==> config.mk <==
export PLATFORM = sky130hd
export DESIGN_NAME = rf_xfer_sequencer_flat
export DESIGN_NICKNAME = d
export VERILOG_FILES = /design/src/rtl/rf_xfer_sequencer_pkg.sv /design/src/rtl/rf_xfer_sequencer_if.sv /design/src/rtl/rf_xfer_sequencer_enable_decode.sv /design/src/rtl/rf_xfer_sequencer.sv /design/src/flat_wrapper.sv
export SDC_FILE = /design/constraint.sdc
export NUM_CORES = 1
export LEC_CHECK = 0
export CAP_MARGIN = 20
export CORE_MARGIN = 2
export CORE_UTILIZATION = 38
export CTS_CLUSTER_SIZE = 40
export DETAILED_ROUTE_END_ITERATION = 16
export GPL_ROUTABILITY_DRIVEN = 1
export PLACE_DENSITY_LB_ADDON = 0.05
export SETUP_SLACK_MARGIN = 0.05
export SLEW_MARGIN = 20
export SYNTH_ARGS = -nofsm -noshare
export SYNTH_HDL_FRONTEND = slang
export SYNTH_SLANG_ARGS = --single-unit
==> constraint.sdc <==
create_clock -name Clock -period 1.9 [get_ports Clock]
set_clock_uncertainty 0.1 [all_clocks]
set_input_delay 0.285 -clock Clock [delete_from_list [all_inputs] [get_ports Clock]]
set_output_delay 0.285 -clock Clock [all_outputs]
set_load 0.01 [all_outputs]
==> src/rtl/rf_xfer_sequencer_pkg.sv <==
// Shared constants and types for the RegisterFile transfer sequencer.
// RF_SWAP_EN adds the three SWAP states to the state encoding.
package rf_pkg;

    localparam logic [2:0] FUNSEL_DEC  = 3'b000;
    localparam logic [2:0] FUNSEL_INC  = 3'b001;
    localparam logic [2:0] FUNSEL_LOAD = 3'b010;
    localparam logic [2:0] FUNSEL_CLR  = 3'b011;

    typedef enum logic [2:0] {
        OP_MOV  = 3'd0,
        OP_LDI  = 3'd1,
        OP_CLR  = 3'd2,
        OP_INC  = 3'd3,
        OP_DEC  = 3'd4,
        OP_SWAP = 3'd5
    } op_e;

    localparam logic [2:0] REG_R1 = 3'd0;
    localparam logic [2:0] REG_R2 = 3'd1;
    localparam logic [2:0] REG_R3 = 3'd2;
    localparam logic [2:0] REG_R4 = 3'd3;
    localparam logic [2:0] REG_S1 = 3'd4;
    localparam logic [2:0] REG_S2 = 3'd5;
    localparam logic [2:0] REG_S3 = 3'd6;
    localparam logic [2:0] REG_S4 = 3'd7;

`ifdef RF_SWAP_EN
    typedef enum logic [2:0] {
        ST_IDLE = 3'd0,
        ST_EXEC = 3'd1,
        ST_SW1  = 3'd2,
        ST_SW2  = 3'd3,
        ST_SW3  = 3'd4
    } state_e;
`else
    typedef enum logic [2:0] {
        ST_IDLE = 3'd0,
        ST_EXEC = 3'd1
    } state_e;
`endif

    // S4 is the SWAP scratch slot, so it may not be an operand
    function automatic logic swap_ok(logic [2:0] s, logic [2:0] d);
        return (s != REG_S4) && (d != REG_S4);
    endfunction

endpackage

==> src/rtl/rf_xfer_sequencer_if.sv <==
// Command handshake plus RegisterFile control bundle.
// master = command source / RegisterFile side, slave = sequencer.
interface rf_xfer_if #(
    parameter int DATA_W = 16
);
    logic              CmdValid;
    logic              CmdReady;
    logic [2:0]        CmdOp;
    logic [2:0]        CmdSrc;
    logic [2:0]        CmdDst;
    logic [DATA_W-1:0] CmdData;
    logic              Done;
    logic              Err;
    logic [2:0]        FunSel;
    logic [3:0]        RegSel;
    logic [3:0]        ScrSel;
    logic [2:0]        OutASel;
    logic [2:0]        OutBSel;
    logic              ISel;
    logic [DATA_W-1:0] IData;

    modport master (
        output CmdValid, CmdOp, CmdSrc, CmdDst, CmdData,
        input  CmdReady, Done, Err, FunSel, RegSel, ScrSel,
        input  OutASel, OutBSel, ISel, IData
    );

    modport slave (
        input  CmdValid, CmdOp, CmdSrc, CmdDst, CmdData,
        output CmdReady, Done, Err, FunSel, RegSel, ScrSel,
        output OutASel, OutBSel, ISel, IData
    );
endinterface

==> src/rtl/rf_xfer_sequencer_enable_decode.sv <==
// Register code + strobe to active-low RegSel/ScrSel enables.
module rf_enable_decode (
    input  logic [2:0] code_i,
    input  logic       en_i,
    output logic [3:0] reg_sel_o,
    output logic [3:0] scr_sel_o
);
    // bit3 is the lowest code of each bank, hence the inverted index
    always_comb begin
        reg_sel_o = 4'b1111;
        scr_sel_o = 4'b1111;
        if (en_i) begin
            if (!code_i[2]) reg_sel_o[~code_i[1:0]] = 1'b0;
            else            scr_sel_o[~code_i[1:0]] = 1'b0;
        end
    end
endmodule

==> src/rtl/rf_xfer_sequencer.sv <==
// Command-driven RegisterFile write/control sequencer.
// Define RF_SWAP_EN to build the 3-step SWAP through S4.
module rf_xfer_sequencer
    import rf_pkg::*;
#(
    parameter int DATA_W = 16
) (
    input logic      Clock,
    input logic      Reset,
    rf_xfer_if.slave bus
);
    state_e            state_q;
    logic [2:0]        fun_q;
    logic [2:0]        outa_q;
    logic [2:0]        outb_q;
    logic              isel_q;
    logic [DATA_W-1:0] idata_q;
    logic [2:0]        tgt_q;
    logic              wen_q;
    logic              done_q;
    logic              err_q;
`ifdef RF_SWAP_EN
    logic [2:0]        src_q;
    logic [2:0]        dst_q;
`endif
    logic [3:0]        reg_sel_w;
    logic [3:0]        scr_sel_w;

    // every cycle falls back to IDLE outputs unless a state overrides
    always_ff @(posedge Clock or posedge Reset) begin
        if (Reset) begin
            state_q <= ST_IDLE;
            fun_q   <= FUNSEL_LOAD;
            outa_q  <= REG_R1;
            outb_q  <= REG_R1;
            isel_q  <= 1'b0;
            idata_q <= '0;
            tgt_q   <= REG_R1;
            wen_q   <= 1'b0;
            done_q  <= 1'b0;
            err_q   <= 1'b0;
`ifdef RF_SWAP_EN
            src_q   <= REG_R1;
            dst_q   <= REG_R1;
`endif
        end else begin
            fun_q   <= FUNSEL_LOAD;
            outa_q  <= REG_R1;
            outb_q  <= REG_R1;
            isel_q  <= 1'b0;
            idata_q <= '0;
            tgt_q   <= REG_R1;
            wen_q   <= 1'b0;
            done_q  <= 1'b0;
            err_q   <= 1'b0;
            unique case (state_q)
                ST_IDLE: if (bus.CmdValid) begin
                    state_q <= ST_EXEC;
                    outb_q  <= bus.CmdDst;
                    tgt_q   <= bus.CmdDst;
                    wen_q   <= 1'b1;
                    case (op_e'(bus.CmdOp))
                        OP_MOV: begin
                            outa_q <= bus.CmdSrc;
                            isel_q <= 1'b1;
                        end
                        OP_LDI: idata_q <= bus.CmdData;
                        OP_CLR: fun_q <= FUNSEL_CLR;
                        OP_INC: fun_q <= FUNSEL_INC;
                        OP_DEC: fun_q <= FUNSEL_DEC;
`ifdef RF_SWAP_EN
                        OP_SWAP: begin
                            if (swap_ok(bus.CmdSrc, bus.CmdDst)) begin
                                state_q <= ST_SW1;
                                src_q   <= bus.CmdSrc;
                                dst_q   <= bus.CmdDst;
                                tgt_q   <= REG_S4;
                                outa_q  <= bus.CmdSrc;
                                isel_q  <= 1'b1;
                            end else begin
                                state_q <= ST_IDLE;
                                outb_q  <= REG_R1;
                                wen_q   <= 1'b0;
                                err_q   <= 1'b1;
                            end
                        end
`endif
                        default: begin
                            state_q <= ST_IDLE;
                            outb_q  <= REG_R1;
                            wen_q   <= 1'b0;
                            err_q   <= 1'b1;
                        end
                    endcase
                end
                ST_EXEC: begin
                    state_q <= ST_IDLE;
                    done_q  <= 1'b1;
                end
`ifdef RF_SWAP_EN
                ST_SW1: begin
                    state_q <= ST_SW2;
                    tgt_q   <= src_q;
                    wen_q   <= 1'b1;
                    outa_q  <= dst_q;
                    outb_q  <= dst_q;
                    isel_q  <= 1'b1;
                end
                ST_SW2: begin
                    state_q <= ST_SW3;
                    tgt_q   <= dst_q;
                    wen_q   <= 1'b1;
                    outa_q  <= REG_S4;
                    outb_q  <= dst_q;
                    isel_q  <= 1'b1;
                end
                ST_SW3: begin
                    state_q <= ST_IDLE;
                    done_q  <= 1'b1;
                end
`endif
                default: state_q <= ST_IDLE;
            endcase
        end
    end

    rf_enable_decode u_dec (
        .code_i    (tgt_q),
        .en_i      (wen_q),
        .reg_sel_o (reg_sel_w),
        .scr_sel_o (scr_sel_w)
    );

    assign bus.CmdReady = (state_q == ST_IDLE);
    assign bus.Done     = done_q;
    assign bus.Err      = err_q;
    assign bus.FunSel   = fun_q;
    assign bus.RegSel   = reg_sel_w;
    assign bus.ScrSel   = scr_sel_w;
    assign bus.OutASel  = outa_q;
    assign bus.OutBSel  = outb_q;
    assign bus.ISel     = isel_q;
    assign bus.IData    = idata_q;

endmodule

==> src/flat_wrapper.sv <==
// flat-port wrapper written by rule: the top's interface ports become plain ports
module rf_xfer_sequencer_flat import rf_pkg::*;
#(
    parameter int DATA_W = 16
)
  (Clock, Reset, bus_CmdValid, bus_CmdOp, bus_CmdSrc, bus_CmdDst, bus_CmdData, bus_CmdReady, bus_Done, bus_Err, bus_FunSel, bus_RegSel, bus_ScrSel, bus_OutASel, bus_OutBSel, bus_ISel, bus_IData);
  rf_xfer_if #(.DATA_W(DATA_W)) bus_i ();
  input logic Clock;
  input logic Reset;
  input wire logic [$bits(bus_i.CmdValid)-1:0] bus_CmdValid;
  input wire logic [$bits(bus_i.CmdOp)-1:0] bus_CmdOp;
  input wire logic [$bits(bus_i.CmdSrc)-1:0] bus_CmdSrc;
  input wire logic [$bits(bus_i.CmdDst)-1:0] bus_CmdDst;
  input wire logic [$bits(bus_i.CmdData)-1:0] bus_CmdData;
  output wire logic [$bits(bus_i.CmdReady)-1:0] bus_CmdReady;
  output wire logic [$bits(bus_i.Done)-1:0] bus_Done;
  output wire logic [$bits(bus_i.Err)-1:0] bus_Err;
  output wire logic [$bits(bus_i.FunSel)-1:0] bus_FunSel;
  output wire logic [$bits(bus_i.RegSel)-1:0] bus_RegSel;
  output wire logic [$bits(bus_i.ScrSel)-1:0] bus_ScrSel;
  output wire logic [$bits(bus_i.OutASel)-1:0] bus_OutASel;
  output wire logic [$bits(bus_i.OutBSel)-1:0] bus_OutBSel;
  output wire logic [$bits(bus_i.ISel)-1:0] bus_ISel;
  output wire logic [$bits(bus_i.IData)-1:0] bus_IData;
  assign bus_i.CmdValid = bus_CmdValid;
  assign bus_i.CmdOp = bus_CmdOp;
  assign bus_i.CmdSrc = bus_CmdSrc;
  assign bus_i.CmdDst = bus_CmdDst;
  assign bus_i.CmdData = bus_CmdData;
  assign bus_CmdReady = bus_i.CmdReady;
  assign bus_Done = bus_i.Done;
  assign bus_Err = bus_i.Err;
  assign bus_FunSel = bus_i.FunSel;
  assign bus_RegSel = bus_i.RegSel;
  assign bus_ScrSel = bus_i.ScrSel;
  assign bus_OutASel = bus_i.OutASel;
  assign bus_OutBSel = bus_i.OutBSel;
  assign bus_ISel = bus_i.ISel;
  assign bus_IData = bus_i.IData;
  rf_xfer_sequencer #(.DATA_W(DATA_W)) u_core (.Clock(Clock), .Reset(Reset), .bus(bus_i));
endmodule
Yosys cells after proc, flatten, opt, wreduce, memory -nomap -nowiden
Cells that the tools add are included.

storage, ports and cells
  register bits = 35
  word-level logic and storage cells = 57
  input bits = 28

operators by class
  muxes and demuxes = 33
  reduce and logical (&&, ||, !) cells = 4
  equal/unequal tests = 6
  magnitude comparators = 2
  bitwise gates (word level) = 2

operators with widths
  operator                                                                              count
  16-bit 2-to-1 mux                                                                     3
  3-bit 2-to-1 mux                                                                      12
  4-bit 2-to-1 mux                                                                      4
  1-bit 2-to-1 mux                                                                      12
  3-bit by 1-bit equality test with 1-bit output (second input constant)                2
  3-bit by 2-bit equality test with 1-bit output (second input constant)                2
  3-bit logical NOT                                                                     2
  2-bit case mux with 3 select lines                                                    1
  5-bit OR reduction                                                                    1
  4-bit inverter                                                                        1
  3-bit equality test (second input constant)                                           1
  2-bit by 3-bit < comparator with 1-bit output (second input constant)                 1
  1-bit demux with 2-bit select                                                         1
  2-bit by 1-bit greater-or-equal comparator with 1-bit output (second input constant)  1
  2-bit != test (second input constant)                                                 1
  2-bit inverter                                                                        1
  1-bit logical AND                                                                     1

Depth between registers and ports, before layout
  word-level depth = 8
  depth in mapped cells = 5
  gate-level depth less buffers = 2

Modules after synthesis
Synthesis repeated with hierarchy kept, for this count alone.

unflattened totals
  cell total of the unflattened synthesis = 101
  area, all modules = 1208.7 um^2

by module, submodules not included
  module             cells an instance  area each (um^2)  instances
  rf_xfer_sequencer  93                 1132.3            1
  rf_enable_decode   8                  76.3              1

Worst setup path before layout
No wires, ideal clock.

  kind = register to register
  from = reg u_core.state_q[0]
  to = reg u_core.outa_q[0] (netlist: u_core.bus.OutASel[0])
  setup time = 0.094 ns
  path buffers = 1
  arrival time = 1.164 ns
  setup slack = 0.542 ns
  clock period less this slack = 1.358 ns
  data required time = 1.706 ns
  stages on the path, launching flop included = 4
  cells stage by stage = dfrtp_1 or3b_4 buf_6 nor4b_4

between the ends
  cells in the longest elaborated chain, start to end = 2

RTL lines
  element                   line                     text
  start: declaration        rf_xfer_sequencer.sv:12  state_e state_q;
  start signal: assignment  rf_xfer_sequencer.sv:32  state_q <= ST_IDLE;
  start signal: assignment  rf_xfer_sequencer.sv:58  state_q <= ST_EXEC;
  start signal: assignment  rf_xfer_sequencer.sv:89  state_q <= ST_IDLE;
  3-bit logical NOT         rf_xfer_sequencer.sv:56  unique case (state_q)
  3-bit 2-to-1 mux          rf_xfer_sequencer.sv:56
  end signal: assignment    rf_xfer_sequencer.sv:64  outa_q <= bus.CmdSrc;
  end: declaration          rf_xfer_sequencer.sv:14  logic [2:0] outa_q;

No other way between the ends.
A chain may end at the register's enable or synchronous reset.

Worst setup path after layout
  from = reg u_core.fun_q[1] (netlist: u_core.bus.FunSel[1])
  to = out bus_FunSel[1]

RTL lines
  element                   line                     text
  start: declaration        rf_xfer_sequencer.sv:13  logic [2:0] fun_q;
  start signal: assignment  rf_xfer_sequencer.sv:33  fun_q <= FUNSEL_LOAD;
  start signal: assignment  rf_xfer_sequencer.sv:47  fun_q <= FUNSEL_LOAD;
  start signal: assignment  rf_xfer_sequencer.sv:68  OP_CLR: fun_q <= FUNSEL_CLR;
  end: declaration          flat_wrapper.sv:18       output wire logic [$bits(bus_i.FunSel)-1:0] bus_FunSel;

No word-level cell between the ends.

==> metrics.md <==
| Metric | Value |
|---|---|
| Die Footprint | 0.00373 mm^2 |
| Leakage Power | 0.921 nW |
| DRC errors left | 0 |
| Clock-pin slew reported for the worst setup and hold paths after clock tree synthesis | 90 ps |
| Reg2Reg Setup Slack | 390 ps |
| Peak VDD IR | 0.000433 V |
| First-pass GRT wire length | 4190 um |
| Gate count of the mapped netlist | 107 |
| Startpoint types | register |
| Slew Limit Headroom | 61.8% |
| Quantity of hold-fixing buffers added after cts | 0 |
| Final Instance Area | 0.00199 mm^2 |
| Total vias in the final route | 996 |
| Count of buffer and inverter cells on the critical path | 1 |
| Kind of path behind the tightest hold check | in -> async |
| Average detailed-routed wire length per instance | 12.2 um |
| Number of antenna violations at the first check in global routing | 0 |
| Critical Path, Cell by Cell | clkdlybuf4s50_1 |
| Number of nets at the end of the flow | 207 |
| Remaining global-route overflow | 0 |
| Final antenna diode count | 0 |
| Period utilisation layout | 92.8% |
| Clock buffer depth | 2 |
| TritonCTS clock tree | done |
| Sequential-to-total area share from yosys stat | 64.7% |
| Mean area per synthesized cell | 11.6 um^2 |
| Number of buffers created by CTS | 5 |
| Required time at the endpoint of the critical path | 1510 ps |
| Termination of the worst setup path | bus_FunSel[1] |
| Initial core utilization | 40.2% |
| Fraction of layout instances using a drive strength above 1 | 11.1% |
| Worst hold margin | 228 ps |
| Final antenna-violating net count | 0 |
| Min Clock Period, post-route | 1760 ps |
| RSZ-0062 raised after global routing | no |
| I/O pin cnt | 65 |
| Number of DRC markers after the initial detailed-route iteration | 28 |
| Launching element of the worst setup path | u_core.bus.FunSel[1]$_DFF_PP1_ |
| Top cells by area in the synthesized netlist | sky130_fd_sc_hd__dfrtp_1 63%, sky130_fd_sc_hd__nor3_1 6.5%, sky130_fd_sc_hd__inv_1 5.8% |
| Final setup vio count | 0 |
| Pre-Repair DR Iteration Count | 2 |
| Yosys warns | 0 |
| Number of cell instances on the worst register-to-register path | 3 |
| Startpoint of the most critical register-to-register path | u_core.state_q[0]$_DFFE_PP0P_ |
| Worst setup path category | reg -> out |
| Max capacitance violation total | 0 |
| Library cell occupying the most area in the post-synthesis netlist | sky130_fd_sc_hd__dfrtp_1 |
| Filler cells | 260 |
| Yosys cell types | 24 |
| Number of cell rows | 20 |
| Average via count per standard cell | 4.45 |
| Final Hold Viols | 0 |
| Hpwl dp | 2040 um |
| Root buffer cell | sky130_fd_sc_hd__clkbuf_4 |
| Power Dens Cells | 651 mW/mm^2 |
| Layout-stage area growth over the synthesis result | 60.8% |
| Highest-delay cell along the critical path | sky130_fd_sc_hd__dfstp_2 |
| Synth Net Count | 135 |
| Highest net fanout along the worst path | 1 |
| Clock network latency to the later pin of the worst-skew pair | 320 ps |
| FF+latch count, synth | 32 |
| Area of the placeable core | 0.00308 mm^2 |
| CP endpoint kind | output port |
| H-tree depth | 2 |
| TNS Setup | 0 ps |
| Outcome | complete, no violations |
| Final Wtd Congestion | 0.743 |
| Crit path arrival time | 1380 ps |
| Synthesized cell area | 0.00124 mm^2 |
| Vertical die dimension | 61.1 um |
| Fraction of post-synthesis cell area in the top cell type by area | 62.6% |
| Critical register-to-register path endpoint | u_core.bus.IData[4]$_DFF_PP0_ |
| Number of clock sinks | 32 |
| Die width | 61.1 um |
| Depth of the critical timing path with buffers and inverters included | 1 |
| Final Util | 64.7% |
| Highest Clock Rate | 567 MHz |
| Placed Area | 0.00192 mm^2 |
| Via count of the first global-routing pass | 974 |
| Number of pins exceeding their max-slew limit in the final report | 0 |
| Sum of routed wire length over all layers | 2730 um |
| Worst path top cell family by delay | flip-flops |
| GRT Overall Usage | 16.1% |
| Maximum number of pins on one net before global-route repair | 33 |
| Biggest cell delay along the critical path | 530 ps |
| Worst Tran Pin Value | 568 ps |
| Port Buffers | 63 |
[area by class of cell]
class / count / area, um^2 / share of cell area [%]
multi-input combinational: 50 / 324 / 16.3
tap: 44 / 55.1 / 2.76
inverter: 19 / 71.3 / 3.58
sequential: 32 / 802 / 40.3
timing repair buffer: 71 / 681 / 34.2
clock buffer: 8 / 58.8 / 2.95
[how the worst min path moves through the flow]
stage                                 endpoint  slack (ps)  cells after the start
2_1_floorplan  u_core.bus.OutASel[0]$_DFF_PP0_         250                      1
3_3_place_gp         u_core.bus.Done$_DFF_PP0_         330                      0
3_5_place_dp         u_core.bus.Done$_DFF_PP0_         340                      0
4_1_cts         u_core.bus.IData[14]$_DFF_PP0_         230                      3
5_1_grt          u_core.bus.IData[8]$_DFF_PP0_         280                      3
6_report        u_core.bus.IData[14]$_DFF_PP0_         230                      3
[metal layers]
layer | track usage [%] | wire, um | up-vias
li1 | - | - | 478
met1 | 16.7 | 1020 | 473
met2 | 28.6 | 1450 | 41
met3 | 6.09 | 232 | 4
met4 | 7.45 | 27 | 0
met5 | 0 | 0 | -
[sequential cells by signal, indices dropped and copies added, names as in the netlist]
register            cells
u_core.bus.IData       16
u_core.bus.OutASel      3
u_core.bus.OutBSel      3
u_core.tgt_q            3
u_core.bus.FunSel       2
u_core.bus.Done         1
u_core.bus.Err          1
u_core.bus.ISel         1
u_core.state_q          1
u_core.wen_q            1
[cell usage in the layout, fill, tap and decap left out]
| master | count |
|---|---|
| sky130_fd_sc_hd__dfrtp_1 | 31 |
| sky130_fd_sc_hd__and3_1 | 3 |
| sky130_fd_sc_hd__o21ai_0 | 2 |
| sky130_fd_sc_hd__nor4b_1 | 1 |
| sky130_fd_sc_hd__clkdlybuf4s50_1 | 55 |
| sky130_fd_sc_hd__nor3_1 | 16 |
| sky130_fd_sc_hd__clkbuf_8 | 1 |
| sky130_fd_sc_hd__dfstp_2 | 1 |
| sky130_fd_sc_hd__nor2b_2 | 1 |
| sky130_fd_sc_hd__dlygate4sd2_1 | 8 |
| sky130_fd_sc_hd__nand3_1 | 4 |
| sky130_fd_sc_hd__or3b_4 | 1 |
| sky130_fd_sc_hd__nand4_1 | 1 |
| sky130_fd_sc_hd__inv_1 | 19 |
| sky130_fd_sc_hd__clkbuf_4 | 5 |
| sky130_fd_sc_hd__nor2_1 | 2 |
| sky130_fd_sc_hd__nor4b_4 | 2 |
| sky130_fd_sc_hd__nand2b_1 | 1 |
| sky130_fd_sc_hd__nor3_2 | 1 |
| sky130_fd_sc_hd__buf_4 | 8 |
| sky130_fd_sc_hd__nand2_1 | 3 |
| sky130_fd_sc_hd__and2_1 | 5 |
| sky130_fd_sc_hd__conb_1 | 1 |
| sky130_fd_sc_hd__and3b_1 | 1 |
| sky130_fd_sc_hd__nor3b_1 | 2 |
| sky130_fd_sc_hd__nor2b_1 | 3 |
| sky130_fd_sc_hd__clkbuf_1 | 2 |
[cell usage after synthesis (all sizes together)]
cell type and instances:
dfrtp 31, and3 3, nor2b 4, nand4 1, inv 19, clkbuf 1, and3b 1, and2 5
nand2b 1, conb 1, nand2 3, nor2 2, nand3 4, nor3 17, or3b 1, buf 5
nor4b 3, nor3b 2, o21ai 2, dfstp 1
[metrics by stage]
stage | std cells | worst slack, ps | power, mW
2_1_floorplan | 107 | 542 | 0.804
3_3_place_gp | 213 | 123 | 0.911
3_5_place_dp | 213 | 49.2 | 0.917
4_1_cts | 224 | 113 | 1.32
5_1_grt | 224 | 98.2 | 1.36
6_report | 224 | 137 | 1.30
[power breakdown]
part | internal (mW) | switching, mW
Combinational | 0.110 | 0.0828
Clock | 0.182 | 0.210
Sequential | 0.701 | 0.0104
[kinds of logic (layout without fill, tap and decap cells)]
kind of cell,Yosys count,count (layout),share of synthesized area [%]
simple gates,47,47,24.8
flops,32,32,64.7
buf+inv,25,98,9.29
compound gates,2,2,0.808
other cells,1,1,0.303
[timing repair]
item	CTS	global route
endpoints found under the hold margin	0	0
endpoints found under the setup margin	7	0
buffers inserted	3	0
gates resized for setup	9	0
Power figures use the tool's default switching activity.
